## src/rtl/whack_pkg.sv

```systemverilog
// rtl/whack_pkg.sv - shared constants and types for the whack-a-mole button path
package whack_pkg;

  localparam int N_BUTTONS               = 4;
  localparam int DEFAULT_DEBOUNCE_CYCLES = 1_000_000;
  localparam int DEFAULT_HOLD_CYCLES     = 100_000_000;

  localparam int BTN_MODE0 = 0;
  localparam int BTN_MODE1 = 1;
  localparam int BTN_MODE2 = 2;
  localparam int BTN_START = 3;

  // Bit 1 of the encoding is the debounced level, so the level needs no extra flop.
  typedef enum logic [1:0] {
    IDLE_LOW    = 2'b00,
    ARMING_HIGH = 2'b01,
    HELD_HIGH   = 2'b11,
    ARMING_LOW  = 2'b10
  } chan_state_e;

endpackage

```

## src/rtl/debounce_channel.sv

```systemverilog
// rtl/debounce_channel.sv - one button: synchroniser, debounce FSM, hold counter, pulse flops
module debounce_channel
  import whack_pkg::*;
#(
  parameter int DEBOUNCE_CYCLES = DEFAULT_DEBOUNCE_CYCLES,
  parameter int HOLD_CYCLES     = DEFAULT_HOLD_CYCLES
) (
  input  logic clock_i,
  input  logic reset_i,
  input  logic raw_i,
  output logic level_o,
  output logic press_o,
  output logic release_o,
  output logic hold_o
);

  localparam int DW = $clog2(DEBOUNCE_CYCLES + 1);
  localparam int HW = $clog2(HOLD_CYCLES + 1);
  localparam logic [DW-1:0] DB_LAST   = DW'(DEBOUNCE_CYCLES - 1);
  localparam logic [HW-1:0] HOLD_LAST = HW'(HOLD_CYCLES - 1);
  localparam logic [HW-1:0] HOLD_MAX  = HW'(HOLD_CYCLES);

  logic          sync1_q, sync2_q;
  chan_state_e   state_q, state_d;
  logic [DW-1:0] db_cnt_q, db_cnt_d;
  logic [HW-1:0] hold_cnt_q, hold_cnt_d;
  logic          press_q, press_d;
  logic          release_q, release_d;
  logic          hold_q, hold_d;
  logic          level_q;

  assign level_q = state_q[1];

  always_ff @(posedge clock_i or negedge reset_i) begin
    if (!reset_i) begin
      sync1_q    <= 1'b0;
      sync2_q    <= 1'b0;
      state_q    <= IDLE_LOW;
      db_cnt_q   <= '0;
      hold_cnt_q <= '0;
      press_q    <= 1'b0;
      release_q  <= 1'b0;
      hold_q     <= 1'b0;
    end else begin
      sync1_q    <= raw_i;
      sync2_q    <= sync1_q;
      state_q    <= state_d;
      db_cnt_q   <= db_cnt_d;
      hold_cnt_q <= hold_cnt_d;
      press_q    <= press_d;
      release_q  <= release_d;
      hold_q     <= hold_d;
    end
  end

  always_comb begin
    state_d    = state_q;
    db_cnt_d   = db_cnt_q;
    press_d    = 1'b0;
    release_d  = 1'b0;
    hold_cnt_d = hold_cnt_q;
    hold_d     = 1'b0;

    if (sync2_q == level_q) begin
      db_cnt_d = '0;
      state_d  = level_q ? HELD_HIGH : IDLE_LOW;
    end else if (db_cnt_q == DB_LAST) begin
      db_cnt_d  = '0;
      state_d   = level_q ? IDLE_LOW : HELD_HIGH;
      press_d   = !level_q;
      release_d = level_q;
    end else begin
      db_cnt_d = db_cnt_q + DW'(1);
      state_d  = level_q ? ARMING_LOW : ARMING_HIGH;
    end

    // Saturating at HOLD_MAX is what limits hold_o to one pulse per press.
    if (!level_q) begin
      hold_cnt_d = '0;
    end else if (hold_cnt_q != HOLD_MAX) begin
      hold_cnt_d = hold_cnt_q + HW'(1);
    end
    hold_d = level_q && (hold_cnt_q == HOLD_LAST);
  end

  assign level_o   = level_q;
  assign press_o   = press_q;
  assign release_o = release_q;
  assign hold_o    = hold_q;

endmodule

```

## src/rtl/button_conditioner.sv

```systemverilog
// rtl/button_conditioner.sv - per-button debounce and press/release/hold pulse generation
module button_conditioner #(
  parameter int N_BUTTONS       = whack_pkg::N_BUTTONS,
  parameter int DEBOUNCE_CYCLES = whack_pkg::DEFAULT_DEBOUNCE_CYCLES,
  parameter int HOLD_CYCLES     = whack_pkg::DEFAULT_HOLD_CYCLES
) (
  input  logic                 clock_i,
  input  logic                 reset_i,
  input  logic [N_BUTTONS-1:0] buttons_raw_i,
  output logic [N_BUTTONS-1:0] buttons_level_o,
  output logic [N_BUTTONS-1:0] press_o,
  output logic [N_BUTTONS-1:0] release_o,
  output logic [N_BUTTONS-1:0] hold_o,
  output logic                 any_press_o
);

  for (genvar g = 0; g < N_BUTTONS; g++) begin : g_chan
    debounce_channel #(
      .DEBOUNCE_CYCLES(DEBOUNCE_CYCLES),
      .HOLD_CYCLES    (HOLD_CYCLES)
    ) u_chan (
      .clock_i  (clock_i),
      .reset_i  (reset_i),
      .raw_i    (buttons_raw_i[g]),
      .level_o  (buttons_level_o[g]),
      .press_o  (press_o[g]),
      .release_o(release_o[g]),
      .hold_o   (hold_o[g])
    );
  end

  // OR of flop outputs only, so it lines up with press_o and has no path from the pins.
  assign any_press_o = |press_o;

endmodule

```

## config.mk

```make
export PLATFORM = sky130hd
export DESIGN_NAME = button_conditioner
export DESIGN_NICKNAME = d
export VERILOG_FILES = /design/src/rtl/whack_pkg.sv /design/src/rtl/debounce_channel.sv /design/src/rtl/button_conditioner.sv
export SDC_FILE = /design/constraint.sdc
export NUM_CORES = 1
export LEC_CHECK = 0
export BUFFER_PORTS_ARGS = -buffer_cell sky130_fd_sc_hd__buf_2
export CORE_UTILIZATION = 55
export DETAILED_ROUTE_END_ITERATION = 8
export PLACE_DENSITY_LB_ADDON = 0.15
export SLEW_MARGIN = 15
export SYNTH_ARGS = -nofsm -noshare
export SYNTH_HDL_FRONTEND = slang
export SYNTH_HIERARCHICAL = 1
export SYNTH_SLANG_ARGS = --single-unit
```

## constraint.sdc

```tcl
create_clock -name clock_i -period 2.45 [get_ports clock_i]
set_clock_uncertainty 0.2 [all_clocks]
set_input_delay 0 -clock clock_i [delete_from_list [all_inputs] [get_ports clock_i]]
set_output_delay 0 -clock clock_i [all_outputs]
set_load 0.005 [all_outputs]
```

==> results of run 1 <==
metrics by stage:
stage	total power [mW]	std cells	area, um^2
4_1_cts	7.13	1318	11800
6_report	7.01	1318	11800
5_1_grt	7.28	1318	11800
2_1_floorplan	3.65	1025	10500
3_5_place_dp	3.76	1266	11000
3_3_place_gp	3.76	1266	11000
layer usage:
| layer | GRT usage, % | part of all wire, % | vias up |
|---|---|---|---|
| met1 | 28.7 | 48 | 3597 |
| met2 | 34.8 | 47 | 79 |
| met3 | 2.53 | 2.6 | 32 |
| met5 | 0 | 0 | - |
| li1 | - | - | 3670 |
| met4 | 6.02 | 2.4 | 0 |
flip-flops by register name, indices dropped and copies added, names as in the netlist:
name	count
g_chan.u_chan/sync2_q	4
g_chan.u_chan/state_q	4
g_chan.u_chan/hold_cnt_q	108
g_chan.u_chan/db_cnt_q	80
g_chan.u_chan/hold_o	4
g_chan.u_chan/sync1_q	4
g_chan.u_chan/release_o	4
g_chan.u_chan/press_o	4
power groups by stage:
| stage | sequential, mW | clock, mW | combinational (mW) |
|---|---|---|---|
| floorplan | 3.61 | 0 | 0.0417 |
| global placement | 3.61 | 0 | 0.147 |
| detailed placement | 3.61 | 0 | 0.148 |
| CTS | 3.55 | 3.42 | 0.161 |
| global route | 3.55 | 3.55 | 0.179 |
| finish | 3.55 | 3.31 | 0.153 |
kinds of logic after synthesis:
| kind of cell | after synthesis | synth area share (%) |
|---|---|---|
| AO/OA/AOI/OAI | 37 | 2.32 |
| XOR/XNOR | 157 | 13.1 |
| adder cells (fa/ha/maj) | 12 | 1.43 |
| buffers and inverters | 58 | 2.26 |
| flip-flops | 212 | 50.5 |
| multiplexers | 11 | 1.13 |
| AND/OR/NAND/NOR | 538 | 29.3 |
final timing paths:
kind / slack [ns] / end / start / depth (start not counted)
max in group asynchronous: 0.93 / g_chan[3].u_chan/sync2_q$_DFF_PN0_ / reset_i / 4
hold reg to reg: 0.15 / g_chan[0].u_chan/sync2_q$_DFF_PN0_ / g_chan[0].u_chan/sync1_q$_DFF_PN0_ / 0
setup / recovery: 0.12 / g_chan[1].u_chan/state_q[1]$_DFFE_PN0P_ / g_chan[1].u_chan/db_cnt_q[11]$_DFF_PN0_ / 4
hold / removal: 0.15 / g_chan[0].u_chan/sync2_q$_DFF_PN0_ / g_chan[0].u_chan/sync1_q$_DFF_PN0_ / 0
setup reg to reg: 0.12 / g_chan[1].u_chan/state_q[1]$_DFFE_PN0P_ / g_chan[1].u_chan/db_cnt_q[11]$_DFF_PN0_ / 4
min in group asynchronous: 0.38 / g_chan[1].u_chan/db_cnt_q[17]$_DFF_PN0_ / reset_i / 3
critical path: stages, from the launching register on:
cell and delay [ns]:
dfrtp_1 0.41, or4_1 0.51, or4_4 0.55, or2_4 0.26, mux2_4 0.30
final cells by class:
cell class                 count  area (um^2)  share of cell area (%)
sequential                   212         5310                    44.8
multi-input combinational    755         4970                    42.0
clock buffer                  35          703                    5.94
timing repair buffer          55          443                    3.74
tap                          234          293                    2.47
inverter                      20         75.1                   0.634
clock inverter                 7         41.3                   0.349
what timing repair did:
action	4_1_cts	5_1_grt
hold buffers	10	0
endpoints found under the setup margin	0	1
endpoints found under the hold margin	216	0
buffers inserted	0	0
resized for setup	0	1
synthesized netlist by cell type (7+ instances only):
| cell type | number |
|---|---|
| xor2_1 | 62 |
| nand3_1 | 75 |
| or3_1 | 9 |
| nor4b_1 | 16 |
| ha_1 | 12 |
| clkbuf_2 | 7 |
| nor3b_1 | 11 |
| a21oi_1 | 13 |
| nand2_1 | 60 |
| inv_1 | 19 |
| nand4_1 | 56 |
| dfrtp_1 | 212 |
| xnor2_1 | 95 |
| nor2_1 | 105 |
| mux2i_1 | 7 |
| or4_1 | 10 |
| clkbuf_1 | 27 |
| and4_1 | 23 |
| nor3_1 | 16 |
| and2_1 | 77 |
| nor4_1 | 24 |
| o31ai_1 | 8 |
| and3_1 | 25 |
==> parameters.txt, run 1 <==
Parameter                              Value

STA
  Unrepaired setup endpoints after global routing ... false
  Relative max-transition margin ... between 60% and 70%
  Post-route clock period utilization ... a little over nine tenths
  Fin Hold WS ... between 0.1 and 0.15 ns
  Setup-violating endpoint count in the final report ... 0
  Hold Vio Cnt, Final ... 0
  Setup WS post-layout ... between 0.1 and 0.15 ns
  Slew at the pin closest to its max-slew limit ... around 0.55 ns
  Maximum operating frequency ... about 430 MHz
  Fin crit period ... 2.33 ns
  Number of slew-limit violations in the final report ... 0
  TNS Setup ... 0 ns

Synth
  Number of enable-type register cells in the synthesized netlist ... 0
  Post-synthesis instance total ... around 1.0k
  Distinct cells, synth ... 47
  Leading area contributor after synthesis ... dfrtp_1
  Flops & latches, synth ... between 200 and 250
  Area share of the largest cell type after synthesis ... approximately half
  Average size of a mapped cell ... roughly 10 um^2
  Async SR Flop Fraction ... between 90% and 100%
  Number of warning messages in the yosys log ... 6
  Main synth FF type ... dfrtp_1
  Nets in the synthesized netlist ... 1043
  Synth Cell Area ... 10500 um^2
  Share of synthesized area occupied by flip-flops and latches ... 50.5%
  Dominant cells by area after synthesis ... dfrtp_1 (50%), xnor2_1 (7.9%), xor2_1 (5.2%)

Pwr
  Power Density ... 593 nW/um^2
  Worst IR Drop VDD ... 0.545 mV
  Gate power share ... 2.2%
  Relative contribution of the clock network to total power ... around 47%
  Fraction of power consumed by sequential logic ... between 50% and 60%
  Internal cell power ... approximately 5.6 mW
  Leakage power figure ... between 5 and 6 nW
  Net switching power figure ... 1.45 mW
  Sw Share ... approximately a fifth

Run status
  Result of the run ... complete, no violations

Global routing
  Global-route wire length before repair ... 34.2 mm
  Total global routing overflow ... 0
  Gr usage total ... 20.8%
  Largest net degree at the start of global routing ... between 70 and 80
  Number of global-route vias before repair ... between 7k and 8k
  Number of antenna violations at the first check in global routing ... 0

Floorplanning
  Core footprint ... 18700 um^2
  I/O Pins ... 23
  Die height ... roughly 140 um
  Starting density of the core ... roughly 56%
  Die extent in x ... ~140 um
  Die Area ... slightly below 20000 um^2
  Cell row count ... 50

Placement
  Port-buffer cells ... 22
  Worst slack after detailed placement ... roughly 0.12 ns
  Post-detailed-placement half-perimeter wirelength ... 12.7 mm
  Routability congestion estimate from global placement ... 0.854

Layout
  Share of cells above drive strength 1 ... 9.41%
  Total inserted antenna cells ... 0
  Most frequent cells in the layout ... dfrtp_1 (212), nor2_1 (105), xnor2_1 (95)
  Area growth from synthesis to final layout ... 12.5%
  Final core area utilization ... 63.3%
  Fill cell instance count of the final layout ... roughly 1.5k
  Number of nets in the final layout ... approximately 1.1k
  Leading cell type in the layout, fill and taps excluded ... dfrtp_1

Route
  Final antenna-violating net count ... 0
  Wire length per cell ... ~14 um
  Via density per instance ... around 5.6
  Total number of vias ... roughly 7.4k
  Count of routing violations after the opening detailed-route iteration ... around 370
  Total length of routed wires ... 19.0 mm
  Number of remaining DRC errors ... 0
  Number of detailed-route iterations in the first pass ... 5

Job
  Max-cap violations ... 0

Critical path
  Data required time at the worst endpoint ... roughly 2.6 ns
  Endpoint arrival time on the critical path ... roughly 2.5 ns
  Largest driver fanout on the critical path ... 5
  Endpoint class of the critical path ... flip-flop
  Type of the worst setup path ... reg2reg
  Critical path startpoint category ... flip-flop

Clocking
  Clock buffers created by TritonCTS ... 24
  Clock insertion delay at the later pin of the skew report ... 0.50 ns
  Deepest clock path buffer count ... 3
  Depth of the CTS H-tree ... 1
  Clock tree root buffer cell ... clkbuf_16
  Clock tree from TritonCTS ... yes
  Register clock-pin slew on the reported worst setup and hold paths ... approximately 0.060 ns
  Num Clock Sinks ... about 210

Hold path
  Hold/Removal Path Class ... reg2reg
Note: power is estimated with default switching activity, not from simulation.
==> run 2, diff against run 1 <==
Settings changed: CORE_UTILIZATION 55 to 45, CTS_BUF_LIST set to sky130_fd_sc_hd__clkbuf_2.
==> run 2 against run 1 <==
Compared with the run above:
- wire length increased by 5.6%
- largest power group unchanged
- flip-flop and latch count unchanged
- highest routed layer unchanged
- die area increased by 22%
==> parameters.txt, run 2 (synthesized netlist as in run 1, its figures left out) <==
Parameter                              Value

Layout
  Fill cell instance count of the final layout ... 2110
  Most frequent cells in the layout ... dfrtp_1 (212), nor2_1 (105), xnor2_1 (95)
  Largest registers ... g_chan.u_chan/hold_cnt_q x108, g_chan.u_chan/db_cnt_q x80
  Leading cell type in the layout, fill and taps excluded ... dfrtp_1
  Area growth from synthesis to final layout ... 12.2%
  Final core area utilization ... around half
  Register name with the most flops ... g_chan.u_chan/hold_cnt_q
  Number of nets in the final layout ... between 1k and 1.5k
  Final Cell Area ... 11800 um^2
  Post-route insts no fill ... 1464
  Share of cells above drive strength 1 ... a little over an eighth
  Max reg flops ... ~110

Critical path
  Data required time at the worst endpoint ... between 2 and 3 ns
  Buffers & Inverters on Critical Path ... 0
  Endpoint arrival time on the critical path ... ~2.8 ns
  Largest stage delay on the critical path ... between 0.5 and 0.6 ns
  Cell with the biggest individual delay on the critical path ... or4_4
  Type of the worst setup path ... reg2reg
  CP cell instances ... or4_1 > or4_4 > or2_4 > mux2_4
  Endpoint class of the critical path ... flip-flop
  Critical path startpoint category ... flip-flop
  Kind of cell with the highest combined delay on the critical path ... simple AND/OR/NAND/NOR gates
  Largest driver fanout on the critical path ... 4

STA
  Relative max-transition margin ... between 60 and 70%
  Post-route clock period utilization ... a little over nine tenths
  Maximum operating frequency ... 416 MHz
  Hold Vio Cnt, Final ... 0
  Unrepaired setup endpoints after global routing ... false
  Setup-violating endpoint count in the final report ... 0
  Fin crit period ... 2.40 ns
  Number of slew-limit violations in the final report ... 0
  TNS Setup ... 0 ns
  Slew at the pin closest to its max-slew limit ... 0.573 ns

Route
  Final antenna-violating net count ... 0
  Total length of routed wires ... approximately 20 mm
  Count of routing violations after the opening detailed-route iteration ... 324
  Via density per instance ... ~5.1
  Wire length per cell ... 13.7 um
  Number of remaining DRC errors ... 0
  Total number of vias ... 7503
  Number of detailed-route iterations in the first pass ... 4

Clocking
  Clock buffers created by TritonCTS ... 57
  Deepest clock path buffer count ... 3
  Depth of the CTS H-tree ... 2
  Clock insertion delay at the later pin of the skew report ... just over 0.8 ns
  Num Clock Sinks ... approximately 210
  Register clock-pin slew on the reported worst setup and hold paths ... 0.11 ns
  Clock tree root buffer cell ... clkbuf_2
  Clock tree from TritonCTS ... yes
  Number of gates given a new drive strength after cts ... 0

Placement
  Port-buffer cells ... 22
  Placement-stage cell area ... roughly 11000 um^2
  Routability congestion estimate from global placement ... about 0.8
  Post-detailed-placement half-perimeter wirelength ... 12.9 mm
  Cell total after placement ... 1349

Pwr
  Leakage power figure ... between 5 and 6 nW
  Worst IR Drop VDD ... between 0.2 and 0.3 mV
  Total design power ... roughly 6.3 mW
  Power Density ... ~540 nW/um^2

Job
  Max-cap violations ... 0

Floorplanning
  I/O Pins ... 23
  Starting density of the core ... 46.2%
  Die Area ... approximately 24000 um^2
  Die height ... roughly 150 um
  Die extent in x ... around 150 um
  Cell row count ... 55
  Core footprint ... 22800 um^2

Hold path
  Hold/Removal Path Class ... reg2reg

Global routing
  Gr usage total ... between 10% and 20%
  Number of global-route vias before repair ... approximately 7.5k
  Global-route wire length before repair ... 35.0 mm
  Largest net degree at the start of global routing ... 70
  Total global routing overflow ... 0
  Number of antenna violations at the first check in global routing ... 1

Run status
  Result of the run ... complete, no violations
run 2: cell types whose count changed in the layout (fill, tap and decap cells not counted), sizes merged:
| cell | delta |
|---|---|
| clkinv | +15 |
| inv | +1 |
| clkinvlp | -1 |
| bufinv | +3 |
| dlygate4sd3 | +1 |
| diode | +1 |
| clkbuf | +41 |
| buf | +6 |
run 2: what timing repair did:
item                                    CTS  global route
buffers inserted                          0             2
endpoints found under the setup margin    0             1
hold endpoints to repair                216             0
hold buffers                             11             0
run 2: where the power goes:
part           switching [mW]  internal [mW]
Combinational           0.104         0.0500
Clock                    1.47           1.18
Sequential             0.0220           3.52
Total                    1.59           4.75
run 2: per-layer routing:
layer	routed length, um	vias up	GRT usage, %
met5	0	-	0
li1	-	3774	-
met1	9830	3602	23.9
met3	741	28	3.84
met2	9030	99	27.5
met4	421	0	7.02
run 2: worst register-to-register path, delay by kind of cell, from the launching register on:
kind	cells	cell delay, ns
flops	1	0.42
mux	1	0.29
simple gates	3	1.32
run 2: cell type report:
type | instances | area, um^2 | share of cell area (%)
well taps | 313 | 392 | 3.32
clock buffers | 76 | 380 | 3.22
flip-flops and latches | 212 | 5310 | 45.0
clock inverters | 25 | 185 | 1.57
diodes | 1 | 2.50 | 0.0212
inverters | 20 | 75.1 | 0.636
repair buffers | 62 | 485 | 4.12
multi-input cells | 755 | 4970 | 42.1
run 2: per-stage QoR:
stage | hold slack [ns] | setup slack, ns
3_3_place_gp | -0.203 | 0.128
4_1_cts | 0.0664 | 0.00595
5_1_grt | 0.0761 | 0.000624
6_report | 0.156 | 0.0467
3_5_place_dp | -0.205 | 0.109
2_1_floorplan | -0.496 | 0.147
run 2: path summary, 6_finish.rpt:
kind | startpoint | slack [ns] | cells after the start | to
setup / recovery | g_chan[1].u_chan/db_cnt_q[11]$_DFF_PN0_ | 0.05 | 4 | g_chan[1].u_chan/state_q[1]$_DFFE_PN0P_
hold / removal | g_chan[3].u_chan/sync1_q$_DFF_PN0_ | 0.16 | 0 | g_chan[3].u_chan/sync2_q$_DFF_PN0_
setup reg to reg | g_chan[1].u_chan/db_cnt_q[11]$_DFF_PN0_ | 0.05 | 4 | g_chan[1].u_chan/state_q[1]$_DFFE_PN0P_
hold reg to reg | g_chan[3].u_chan/sync1_q$_DFF_PN0_ | 0.16 | 0 | g_chan[3].u_chan/sync2_q$_DFF_PN0_
max in group asynchronous | reset_i | 0.61 | 5 | g_chan[1].u_chan/hold_o$_DFF_PN0_
min in group asynchronous | reset_i | 0.60 | 4 | g_chan[3].u_chan/hold_cnt_q[3]$_DFFE_PN0P_
==> run 3, diff against run 2 <==
Settings changed: ABC_AREA set to 1, SLEW_MARGIN 15 to unset.
==> run 3 against run 2 <==
Compared with the run above:
- maximum frequency increased by 18%
- synthesized cell count increased by 61%
- utilization decreased by 0.97 points
- total power decreased by 1.9%
- flip-flop and latch count unchanged
- clock power decreased by 6%
- highest routed layer unchanged
==> parameters.txt, run 3 <==
Parameter                              Value

Run status
  Result of the run ... complete, no violations

Critical path
  Data required time at the worst endpoint ... ~2.3 ns
  Cell with the biggest individual delay on the critical path ... dfrtp_1
  Endpoint class of the critical path ... primary output
  Type of the worst setup path ... reg2out
  Critical path startpoint category ... flip-flop
  Largest stage delay on the critical path ... ~0.63 ns
  Worst R2R Setup Slack ... ~0.60 ns
  Largest driver fanout on the critical path ... 13
  Endpoint arrival time on the critical path ... 1.84 ns
  CP cell instances ... buf_4 > buf_2

Pwr
  Power Density ... 467 nW/um^2
  Worst IR Drop VDD ... roughly 0.35 mV
  Leakage power figure ... slightly below 6 nW
  Total design power ... ~6.2 mW

Global routing
  Number of antenna violations at the first check in global routing ... 1
  Gr usage total ... about a fifth
  Total global routing overflow ... 0
  Global-route wire length before repair ... approximately 47 mm
  Largest net degree at the start of global routing ... 64
  Number of global-route vias before repair ... between 10k and 15k

Route
  Number of remaining DRC errors ... 0
  Total length of routed wires ... ~26 mm
  Total number of vias ... ~10k
  Final antenna-violating net count ... 0
  Number of detailed-route iterations in the first pass ... 5
  Wire length per cell ... about 12 um
  Count of routing violations after the opening detailed-route iteration ... approximately 510
  Via density per instance ... between 4 and 5

Clocking
  Deepest clock path buffer count ... 3
  Clock tree root buffer cell ... clkbuf_2
  Clock tree from TritonCTS ... yes
  Clock buffers created by TritonCTS ... between 50 and 60
  Register clock-pin slew on the reported worst setup and hold paths ... ~0.11 ns
  Post-CTS setup buffer count ... 0
  Num Clock Sinks ... ~210
  Depth of the CTS H-tree ... 2
  Clock insertion delay at the later pin of the skew report ... approximately 0.8 ns

Synth
  Number of warning messages in the yosys log ... 6
  Flops & latches, synth ... 212
  Distinct cells, synth ... 32
  Share of synthesized area occupied by flip-flops and latches ... 44.0%
  Main synth FF type ... dfrtp_1
  Dominant cells by area after synthesis ... dfrtp_1 (44%), nand2_1 (12%), nor2_1 (12%)
  Synth Cell Area ... around 12000 um^2
  Number of enable-type register cells in the synthesized netlist ... 0
  Top post-synthesis cells by count ... nand2_1 (397), nor2_1 (389), dfrtp_1 (212), inv_1 (182), nand3_1 (109)
  Area share of the largest cell type after synthesis ... between 40 and 50%
  Leading area contributor after synthesis ... dfrtp_1
  Cell with the most instances after synthesis ... nand2_1
  Post-synthesis instance total ... between 1.5k and 2k
  Nets in the synthesized netlist ... between 1.5k and 2k
  Async SR Flop Fraction ... 100%
  Average size of a mapped cell ... ~7.3 um^2

Placement
  Routability congestion estimate from global placement ... slightly below 0.9
  Worst slack after detailed placement ... 0.631 ns
  Cell total after placement ... 2008
  Post-detailed-placement half-perimeter wirelength ... 19.1 mm
  Port-buffer cells ... 22
  Placement-stage cell area ... ~13000 um^2

STA
  Unrepaired setup endpoints after global routing ... false
  Setup-violating endpoint count in the final report ... 0
  Fin Hold WS ... 0.152 ns
  Relative max-transition margin ... 69.0%
  Hold Vio Cnt, Final ... 0
  Post-route clock period utilization ... a little over four fifths
  Maximum operating frequency ... between 400 and 500 MHz
  TNS Setup ... 0 ns
  Fin crit period ... 2.04 ns
  Setup WS post-layout ... 0.407 ns
  Number of slew-limit violations in the final report ... 0
  Slew at the pin closest to its max-slew limit ... roughly 0.46 ns

Layout
  Post-route insts no fill ... 2122
  Area growth from synthesis to final layout ... 10.4%
  Number of nets in the final layout ... about 1.8k
  Share of cells above drive strength 1 ... approximately an eighth
  Register name with the most flops ... g_chan.u_chan/hold_cnt_q
  Final Cell Area ... 13300 um^2
  Most frequent cells in the layout ... nand2_1 (397), nor2_1 (389), dfrtp_1 (212)
  Final core area utilization ... about half
  Fill cell instance count of the final layout ... 2604
  Leading cell type in the layout, fill and taps excluded ... nand2_1
  Largest registers ... g_chan.u_chan/hold_cnt_q x108, g_chan.u_chan/db_cnt_q x80
  Area occupied by multi-input gates ... 5970 um^2
  Combined flip-flop and latch cell area ... around 5300 um^2
  Max reg flops ... between 100 and 150

Job
  Max-cap violations ... 0

Floorplanning
  Starting density of the core ... around 46%
  Cell row count ... a little under 60
  I/O Pins ... 23
  Die extent in x ... about 170 um
  Core footprint ... between 20000 and 30000 um^2
  Die height ... about 170 um
  Die Area ... 27500 um^2

Hold path
  Hold/Removal Path Class ... reg2reg
-- run 3: changes by cell type in the layout (fill, tap and decap cells not counted), sizes merged, moves of 22 or more --
cell / previous run / this run
inv: 20 / 187
nand3: 75 / 123
a21oi: 13 / 49
nor3: 16 / 46
and4: 23 / 0
and3: 26 / 4
nor4: 27 / 1
xor2: 62 / 38
o21ai: 5 / 35
nor2: 105 / 433
and2: 77 / 0
xnor2: 95 / 21
nand2: 60 / 428
nand4: 59 / 31
-- run 3: worst paths after layout --
kind	from	end	cells after the start
min reg2reg	g_chan[3].u_chan/sync1_q$_DFF_PN0_	g_chan[3].u_chan/sync2_q$_DFF_PN0_	0
max	g_chan[1].u_chan/state_q[1]$_DFFE_PN0P_	buttons_level_o[1]	2
max in group asynchronous	reset_i	g_chan[1].u_chan/hold_cnt_q[9]$_DFFE_PN0P_	6
min	g_chan[3].u_chan/sync1_q$_DFF_PN0_	g_chan[3].u_chan/sync2_q$_DFF_PN0_	0
min in group asynchronous	reset_i	g_chan[3].u_chan/db_cnt_q[1]$_DFF_PN0_	5
max reg2reg	g_chan[1].u_chan/db_cnt_q[0]$_DFF_PN0_	g_chan[1].u_chan/db_cnt_q[17]$_DFF_PN0_	8
-- run 3: kinds of logic after synthesis --
| logic type | after synthesis | share of synthesized area, % |
|---|---|---|
| simple gates | 1070 | 39.7 |
| flops | 212 | 44.0 |
| buf+inv | 200 | 6.53 |
| compound gates | 96 | 4.24 |
| xor+xnor | 59 | 4.28 |
| fa+ha+maj | 12 | 1.24 |
-- run 3: cell type report --
cell class	count	share of cell area [%]
clock inverter	13	0.592
clock buffer	87	3.27
inverter	188	5.36
timing repair buffer	48	2.91
multi-input combinational	1237	44.8
sequential	212	39.8
tap	335	3.15
antenna	2	0.0376
-- run 3: routing by layer --
layer | GRT usage (%) | vias to the layer above | routed length (um)
met4 | 6.22 | 0 | 496
met3 | 3.48 | 47 | 933
met5 | 0 | - | 0
li1 | - | 5410 | -
met1 | 26.9 | 4777 | 12700
met2 | 33.9 | 154 | 12200
-- run 3: power by group --
part | internal (mW) | switching, mW | total [mW]
Clock | 1.04 | 1.46 | 2.50
Combinational | 0.0583 | 0.129 | 0.188
Sequential | 3.52 | 0.0190 | 3.54
-- run 3: critical path: cells and delay by family, from the launching register on --
kind / cells / cell delay, ns
DFF: 1 / 0.63
buffers and inverters: 2 / 0.40
-- run 3: what timing repair did --
item / in CTS / in global routing
resized for setup: 0 / 0
endpoints found under the hold margin: 216 / 0
hold buffers: 12 / 0
